--- src/rtl/seq_pkg.sv ---
// Shared state type and default sizes for the serial pattern transmitter.
package seq_pkg;

    typedef enum logic [2:0] {
        IDLE,
        SHIFT,
        PARITY,
        GAP,
        DONE
    } tx_state_t;

    localparam int PAT_W_DEF = 3;
    localparam int REP_W_DEF = 4;

endpackage

--- src/rtl/seq_tx_shreg.sv ---
// MSB-first shift register: loads a new pattern, reloads the latched copy for
// the next word, and exposes the MSB it will hold after the coming edge.
module seq_tx_shreg #(
    parameter int PAT_W = 3
) (
    input  logic             clk,
    input  logic             rst,
    input  logic             i_load,
    input  logic [PAT_W-1:0] i_pattern,
    input  logic             i_reload,
    input  logic             i_shift,
    output logic             o_next_msb
);

    logic [PAT_W-1:0] r_pat;
    logic [PAT_W-1:0] r_sh;
    logic [PAT_W-1:0] w_sh_nxt;

    always_comb begin
        // NOTE: hold value assigned first so every path drives w_sh_nxt and no latch is inferred.
        w_sh_nxt = r_sh;
        if (i_load) begin
            w_sh_nxt = i_pattern;
        end else if (i_reload) begin
            w_sh_nxt = r_pat;
        end else if (i_shift) begin
            w_sh_nxt = r_sh << 1;
        end
    end

    // The top registers this bit directly, so the line is driven from a flop.
    assign o_next_msb = w_sh_nxt[PAT_W-1];

    // NOTE: non-blocking assignments keep all flops updating from pre-edge values.
    always_ff @(posedge clk or posedge rst) begin
        if (rst) begin
            r_pat <= '0;
            r_sh  <= '0;
        end else begin
            if (i_load) begin
                r_pat <= i_pattern;
            end
            r_sh <= w_sh_nxt;
        end
    end

endmodule

--- src/rtl/seq_pattern_tx.sv ---
// Serial pattern transmitter: sends a latched pattern MSB-first REPS times with
// GAP_CYC idle cycles between words. Define SEQ_TX_PARITY_EN for an even-parity bit per word.
module seq_pattern_tx
    import seq_pkg::*;
#(
    parameter int PAT_W   = PAT_W_DEF,
    parameter int REP_W   = REP_W_DEF,
    parameter int GAP_CYC = 0
) (
    input  logic             clk,
    input  logic             rst,
    input  logic             start,
    input  logic [PAT_W-1:0] pattern,
    input  logic [REP_W-1:0] reps,
    output logic             out,
    output logic             out_valid,
    output logic             busy,
    output logic             done
);

    localparam int IDX_W = (PAT_W > 1) ? $clog2(PAT_W) : 1;
    localparam int GAP_W = (GAP_CYC > 1) ? $clog2(GAP_CYC) : 1;
    localparam logic [IDX_W-1:0] IDX_TOP  = IDX_W'(PAT_W - 1);
    localparam logic [GAP_W-1:0] GAP_LAST = GAP_W'((GAP_CYC > 0) ? GAP_CYC - 1 : 0);

    tx_state_t        r_state;
    tx_state_t        w_state_nxt;
    tx_state_t        w_end_state;
    logic [IDX_W-1:0] r_idx;
    logic [REP_W-1:0] r_rem;
    logic [GAP_W-1:0] r_gap;
    logic             r_out;
    logic             r_out_valid;
    logic             r_busy;
    logic             r_done;
    logic             w_accept;
    logic             w_eow;
    logic             w_more;
    logic             w_shift;
    logic             w_reload;
    logic             w_next_msb;
    logic             w_out_nxt;
    logic             w_valid_nxt;
    logic             w_busy_nxt;
    logic             w_done_nxt;
`ifdef SEQ_TX_PARITY_EN
    logic             r_par;
`endif

    assign w_accept = (r_state == IDLE) && start;
`ifdef SEQ_TX_PARITY_EN
    assign w_eow    = (r_state == PARITY);
`else
    assign w_eow    = (r_state == SHIFT) && (r_idx == '0);
`endif
    assign w_more      = (r_rem > REP_W'(1));
    assign w_end_state = !w_more ? DONE : ((GAP_CYC > 0) ? GAP : SHIFT);
    assign w_shift     = (r_state == SHIFT) && (r_idx != '0);
    // Entering SHIFT for a later word (back-to-back or after a gap) restarts from the latched copy.
    assign w_reload    = (w_state_nxt == SHIFT) && !w_accept && !w_shift;

    seq_tx_shreg #(
        .PAT_W(PAT_W)
    ) u_shreg (
        .clk       (clk),
        .rst       (rst),
        .i_load    (w_accept),
        .i_pattern (pattern),
        .i_reload  (w_reload),
        .i_shift   (w_shift),
        .o_next_msb(w_next_msb)
    );

    always_ff @(posedge clk or posedge rst) begin
        if (rst) begin
            r_state <= IDLE;
        end else begin
            r_state <= w_state_nxt;
        end
    end

    always_comb begin
        w_state_nxt = r_state;
        case (r_state)
            IDLE:   if (start) w_state_nxt = (reps != '0) ? SHIFT : DONE;
`ifdef SEQ_TX_PARITY_EN
            SHIFT:  if (r_idx == '0) w_state_nxt = PARITY;
            PARITY: w_state_nxt = w_end_state;
`else
            SHIFT:  if (r_idx == '0) w_state_nxt = w_end_state;
`endif
            GAP:    if (r_gap == GAP_LAST) w_state_nxt = SHIFT;
            DONE:   w_state_nxt = IDLE;
            default: w_state_nxt = IDLE;
        endcase
    end

    // Outputs are decoded from the next state and registered, so they appear one cycle after the decision.
    always_comb begin
        w_out_nxt   = 1'b0;
        w_valid_nxt = 1'b0;
        w_busy_nxt  = 1'b0;
        w_done_nxt  = 1'b0;
        case (w_state_nxt)
            SHIFT: begin
                w_out_nxt   = w_next_msb;
                w_valid_nxt = 1'b1;
                w_busy_nxt  = 1'b1;
            end
`ifdef SEQ_TX_PARITY_EN
            PARITY: begin
                w_out_nxt   = r_par;
                w_valid_nxt = 1'b1;
                w_busy_nxt  = 1'b1;
            end
`endif
            GAP:     w_busy_nxt = 1'b1;
            DONE:    w_done_nxt = 1'b1;
            default: ;
        endcase
    end

    always_ff @(posedge clk or posedge rst) begin
        if (rst) begin
            r_idx       <= '0;
            r_rem       <= '0;
            r_gap       <= '0;
            r_out       <= 1'b0;
            r_out_valid <= 1'b0;
            r_busy      <= 1'b0;
            r_done      <= 1'b0;
        end else begin
            if (w_shift) begin
                r_idx <= r_idx - 1'b1;
            end else if (w_state_nxt == SHIFT) begin
                r_idx <= IDX_TOP;
            end
            // The repeat count saturates at zero rather than wrapping.
            if (w_accept) begin
                r_rem <= reps;
            end else if (w_eow && (r_rem != '0)) begin
                r_rem <= r_rem - 1'b1;
            end
            r_gap       <= (r_state == GAP) ? r_gap + 1'b1 : '0;
            r_out       <= w_out_nxt;
            r_out_valid <= w_valid_nxt;
            r_busy      <= w_busy_nxt;
            r_done      <= w_done_nxt;
        end
    end

`ifdef SEQ_TX_PARITY_EN
    always_ff @(posedge clk or posedge rst) begin
        if (rst) begin
            r_par <= 1'b0;
        end else if (w_accept) begin
            r_par <= ^pattern;
        end
    end
`endif

    assign out       = r_out;
    assign out_valid = r_out_valid;
    assign busy      = r_busy;
    assign done      = r_done;

endmodule

--- config.mk ---
export PLATFORM = sky130hd
export DESIGN_NAME = seq_pattern_tx
export DESIGN_NICKNAME = d
export VERILOG_FILES = /design/src/rtl/seq_pkg.sv /design/src/rtl/seq_tx_shreg.sv /design/src/rtl/seq_pattern_tx.sv
export SDC_FILE = /design/constraint.sdc
export NUM_CORES = 1
export LEC_CHECK = 0
export CORE_UTILIZATION = 40
export DETAILED_ROUTE_END_ITERATION = 7
export PLACE_DENSITY_LB_ADDON = 0.05
export REMOVE_ABC_BUFFERS = 1
export SLEW_MARGIN = 10
export SYNTH_ARGS = -nofsm -noshare
export SYNTH_HDL_FRONTEND = slang
export SYNTH_SLANG_ARGS = --single-unit
--- constraint.sdc ---
create_clock -name clk -period 2.4 [get_ports clk]
set_clock_uncertainty 0.1 [all_clocks]
set_input_delay 0.48 -clock clk [delete_from_list [all_inputs] [get_ports clk]]
set_output_delay 0.48 -clock clk [all_outputs]
set_load 0.005 [all_outputs]
======== Word-level counts from Yosys, hierarchy flattened ========
Index checks and enable logic that the tools add are counted.
storage, ports and cells
  register bits ........................... 20
  word-level logic and storage cells ...... 55
cells by class
  eq/ne operators ......................... 5
  order comparisons ....................... 1
  mux-type cells .......................... 18
  reduce and logical (&&, ||, !) cells .... 17
  $add $sub $neg .......................... 3
operator list
  cell                   count
  $mux W3                8
  $pmux W3 S3            1
  $mux W4                2
  $reduce_bool A4 Y1     2
  $eq A3 B1 Y1 const B   2
  $eq A3 B2 Y1 const B   2
  $logic_and A1 B1 Y1    6
  $reduce_bool A2 Y1     3
  $mux W1                5
  $gt A4 B1 Y1 const B   1
  $mux W2                2
  $sub A4 B1 Y4 const B  1
  $eq A3 B3 Y1 const B   1
  $logic_not A3 Y1       1
  $reduce_bool A3 Y1     1
  $logic_not A1 Y1       2
  $logic_not A2 Y1       1
  $reduce_or A2 Y1       1
  $sub A2 B1 Y2 const B  1
  $add A1 B1 Y1 const B  1

======== Longest topological paths before layout ========
  depth after elaboration ................. 10
  depth in mapped cells ................... 7

======== Hierarchy ========
Synthesis repeated with hierarchy kept, for this count alone.
second synthesis, totals
  cells, all modules ...................... 88
  area, all modules ....................... 975.9 um2
by module, submodules not included
  module          times used  area an instance (um2)  cells each
  seq_pattern_tx  1           700.7                   66
  seq_tx_shreg    1           275.3                   22

======== Worst setup path before layout ========
No wires, ideal clock.
  path kind ............................... in2reg
  from .................................... input port reps[0]
  to ...................................... register u_shreg.r_sh[0]
  arrival time ............................ 1.484 ns
  stages on the path ...................... 5
  buffers on the path ..................... 0
  setup slack ............................. 0.695 ns
  required time ........................... 2.179 ns
  setup time .............................. 0.121 ns
  path through ............................ or4_1 -> nand2_4 -> o21ai_4 -> mux2i_1 -> o21ai_1
on the way
  word-level cells in the longest chain between the ends .. 9
  elaborated cells between the ends (all ways) .. 10
  those cells by class .................... eq/ne (1); mux (5); reduce/logical (4)
ends and longest elaborated chain
  item                                   line                  source
  start, declared                        seq_pattern_tx.sv:14  input logic [REP_W-1:0] reps,
  $reduce_bool A4 Y1 (*)                 seq_pattern_tx.sv:85  IDLE: if (start) w_state_nxt = (reps != '0) ? SHIFT : DONE;
  $mux W3 (*) (2 in series)              seq_pattern_tx.sv:85
  $pmux W3 S3 (*)                        seq_pattern_tx.sv:84  case (r_state)
  $eq A3 B1 Y1 (*)                       seq_pattern_tx.sv:60  assign w_reload = (w_state_nxt == SHIFT) && !w_accept && !w_shift;
  $logic_and A1 B1 Y1 (*) (2 in series)  seq_pattern_tx.sv:60
  $mux W3                                seq_tx_shreg.sv:24    end else if (i_reload) begin
  $mux W3                                seq_tx_shreg.sv:22    if (i_load) begin
  end signal, assigned                   seq_tx_shreg.sv:43    r_sh <= w_sh_nxt;
  end, declared                          seq_tx_shreg.sv:16    logic [PAT_W-1:0] r_sh;
Mark *: on every way between the ends. The rest lies on a longest branch, timed or not.
A chain may end at the register's enable or synchronous reset.

======== Worst setup path after layout ========
Same ends and word-level chain as after synthesis.

==> results.txt <==
met3 global-route usage - 0.0273
P_leak - 0.514 nW
Post-Syn Instances - 94
most common cell after layout, fill and taps aside - nand2_1
Worst Tran Pin Value - 0.708 ns
Yosys warnings - 0
CTS tree - built
CP Capture Type - flop
fin crit share - 0.785
synth unique cells - 32
CTS max path bufs - 2
TritonCTS buffer count - 3
vias per cell - 4.99
synthesis-to-layout area growth - 19.4%
Final setup viols - 0
cell taking the most area after synthesis - dfrtp_1
commonest non-fill, non-tap cells in the layout - 20 x nand2_1, 19 x dfrtp_1, 13 x clkdlybuf4s50_1, 7 x o21ai_0, 6 x inv_1
DR vias - 688
GPL Wtd Cong - 0.726
fin crit period - 1.88 ns
DP HPWL - 1250 um
residual DRC count - 0
Core Rows - 17
mapped cell area - 950 sq um
WL final - 1660 um
IO Port Bufs - 13
largest net degree at the start of global routing - 20
GR Overflow Total - 0
HP Class - reg2reg
post-route ant nets - 0
worst skew pair latency - 0.30 ns
Final Util - 0.508
Hold Buf Count CTS - 0
worst path required time - 2.50 ns
die height - 50.7 um
Post-CTS Resized - 0
Peak VDD IR - 0.526 mV
fin. max-slew vios - 0
diode count - 0
M2 GR Usage - 0.264
met1 Use GR - 0.210
chip width - 50.7 um
DR iter-0 viols - 6
syn avg cell area - 10.1 sq um
Fin Hold WS - 0.358 ns
Tot GR Track Use - 0.166
Setup Total Neg Slack - 0 ns
final hold vios - 0
Final nets - 125
clock root buffer - clkbuf_4
die footprint - 0.00257 sq mm
CP peak stage delay - 0.63 ns
CP top delay family - simple AND/OR/NAND/NOR gates
#FFs+latches synth - 19
status - complete, no violations
core area - 0.00223 sq mm
PD cells - 1100 mW/mm^2
share of cells above drive strength 1 - 0.109
Worst path slowest cell - or4_1
vias in the first global route - 713
Initial Util - 0.425
Max Cap Viol - 0
antenna violations before repair - 0
DRT Pass-1 Iters - 4
top-area cell type share of the netlist area - 0.501
Fmax - 531 MHz
gr busiest metal - met2
CP arrival - 1.99 ns
first-pass GRT wire length - 3070 um
worst-path cell chain - clkdlybuf4s50_1, or4_1, nand2_4, o21ai_4, mux2i_1, o21ai_1
Slew headroom - 0.527
Seq/Total Area, Yosys - 0.501
RSZ-0062 raised after global routing - false
Max FO, Critical Path - 7
Routed WL per cell - 12.1 um
Worst Path Buf+Inv - 1
Filler cells - 214
CP startpoint kind - input port
Clock Pin Slew Worst Setup and Hold Paths - 0.12 ns
post-CTS setup repair buffer count - 0
CTS Sinks - 19
kind of critical path - in2reg
I/O pin total - 14
Synth area leaders - dfrtp_1 50%, nand2_1 7.9%, ha_1 5.3%
H-tree depth - 1
[worst reg2reg max path: cells and delay by family (launching register included)]
kind               cells  cell delay, ns
AOI/OAI and AO/OA      1            0.09
DFF                    1            0.47
and+or+nand+nor        3            0.71
muxes                  1            0.38
[final cells by class]
type	instances	area [sq um]	share of cell area
Inverter	6	22.5	0.0199
Clock inverter	1	5.00	0.00442
Tap cell	28	35.0	0.0309
Multi-Input combinational cell	67	435	0.384
Clock buffer	3	22.5	0.0199
Sequential cell	19	475	0.419
Timing Repair Buffer	14	138	0.121
[flip-flops by register name, summed over array words and instances, names as in the netlist, 2 cells and up]
register / flops
u_shreg.r_pat: 3
r_state: 3
r_rem: 4
u_shreg.r_sh: 2
r_idx: 2
[where the power goes]
part / internal, mW / switching (mW) / total [mW] / leakage (nW)
Sequential: 0.444 / 0.0798 / 0.524 / 0.233
Combinational: 0.271 / 0.285 / 0.556 / 0.264
Clock: 0.0620 / 0.101 / 0.163 / 0.0177
Total: 0.777 / 0.466 / 1.24 / 0.514
[per-stage QoR]
stage	power, mW	instance area, sq um	setup slack (ns)	std cells
global route	1.36	1130	0.374	138
CTS	1.26	1130	0.516	138
detailed placement	1.09	1110	0.182	134
floorplan	0.929	933	0.695	92
global placement	1.08	1110	0.224	134
finish	1.24	1130	0.517	138
[synthesized netlist by cell type (all sizes together)]
cell type  number
nand4bb         1
nor3b           1
dfrtp          19
or4             1
and2b           1
nand2          21
o211ai          1
nor4            1
a21boi          1
o21ai           9
nand2b          1
ha              4
buf             2
mux2            1
nor2            5
and2            1
or4b            1
nand3           1
o22ai           2
nor3            1
xor2            2
and3            1
mux2i           2
xnor2           1
or2             1
inv             6
a21oi           5
nor4b           1
[final timing paths]
path	from	endpoint	slack, ns	cells after the start
min in group asynchronous	rst	r_state[1]$_DFF_PP0_	0.48	2
min reg2reg	r_gap$_DFF_PP0_	r_gap$_DFF_PP0_	0.36	1
max reg2reg	r_state[2]$_DFF_PP0_	u_shreg.r_sh[1]$_DFFE_PP0P_	0.55	5
max	reps[0]	u_shreg.r_sh[0]$_DFFE_PP0P_	0.52	6
min	r_gap$_DFF_PP0_	r_gap$_DFF_PP0_	0.36	1
max in group asynchronous	rst	done$_DFF_PP0_	1.26	2
[routing by layer]
| layer | wire length (um) | vias up |
|---|---|---|
| met3 | 56 | 4 |
| met1 | 807 | 318 |
| met5 | 0 | - |
| met2 | 768 | 14 |
| li1 | - | 352 |
| met4 | 31 | 0 |
[cells by family after synthesis]
kind of cell | after synthesis | synth area share
buf+inv | 8 | 0.0408
fa+ha+maj | 4 | 0.0527
mux | 3 | 0.0329
simple gates | 39 | 0.231
compound gates | 18 | 0.115
flops | 19 | 0.501
xor+xnor | 3 | 0.0277
(Power assumes the default switching activity.)
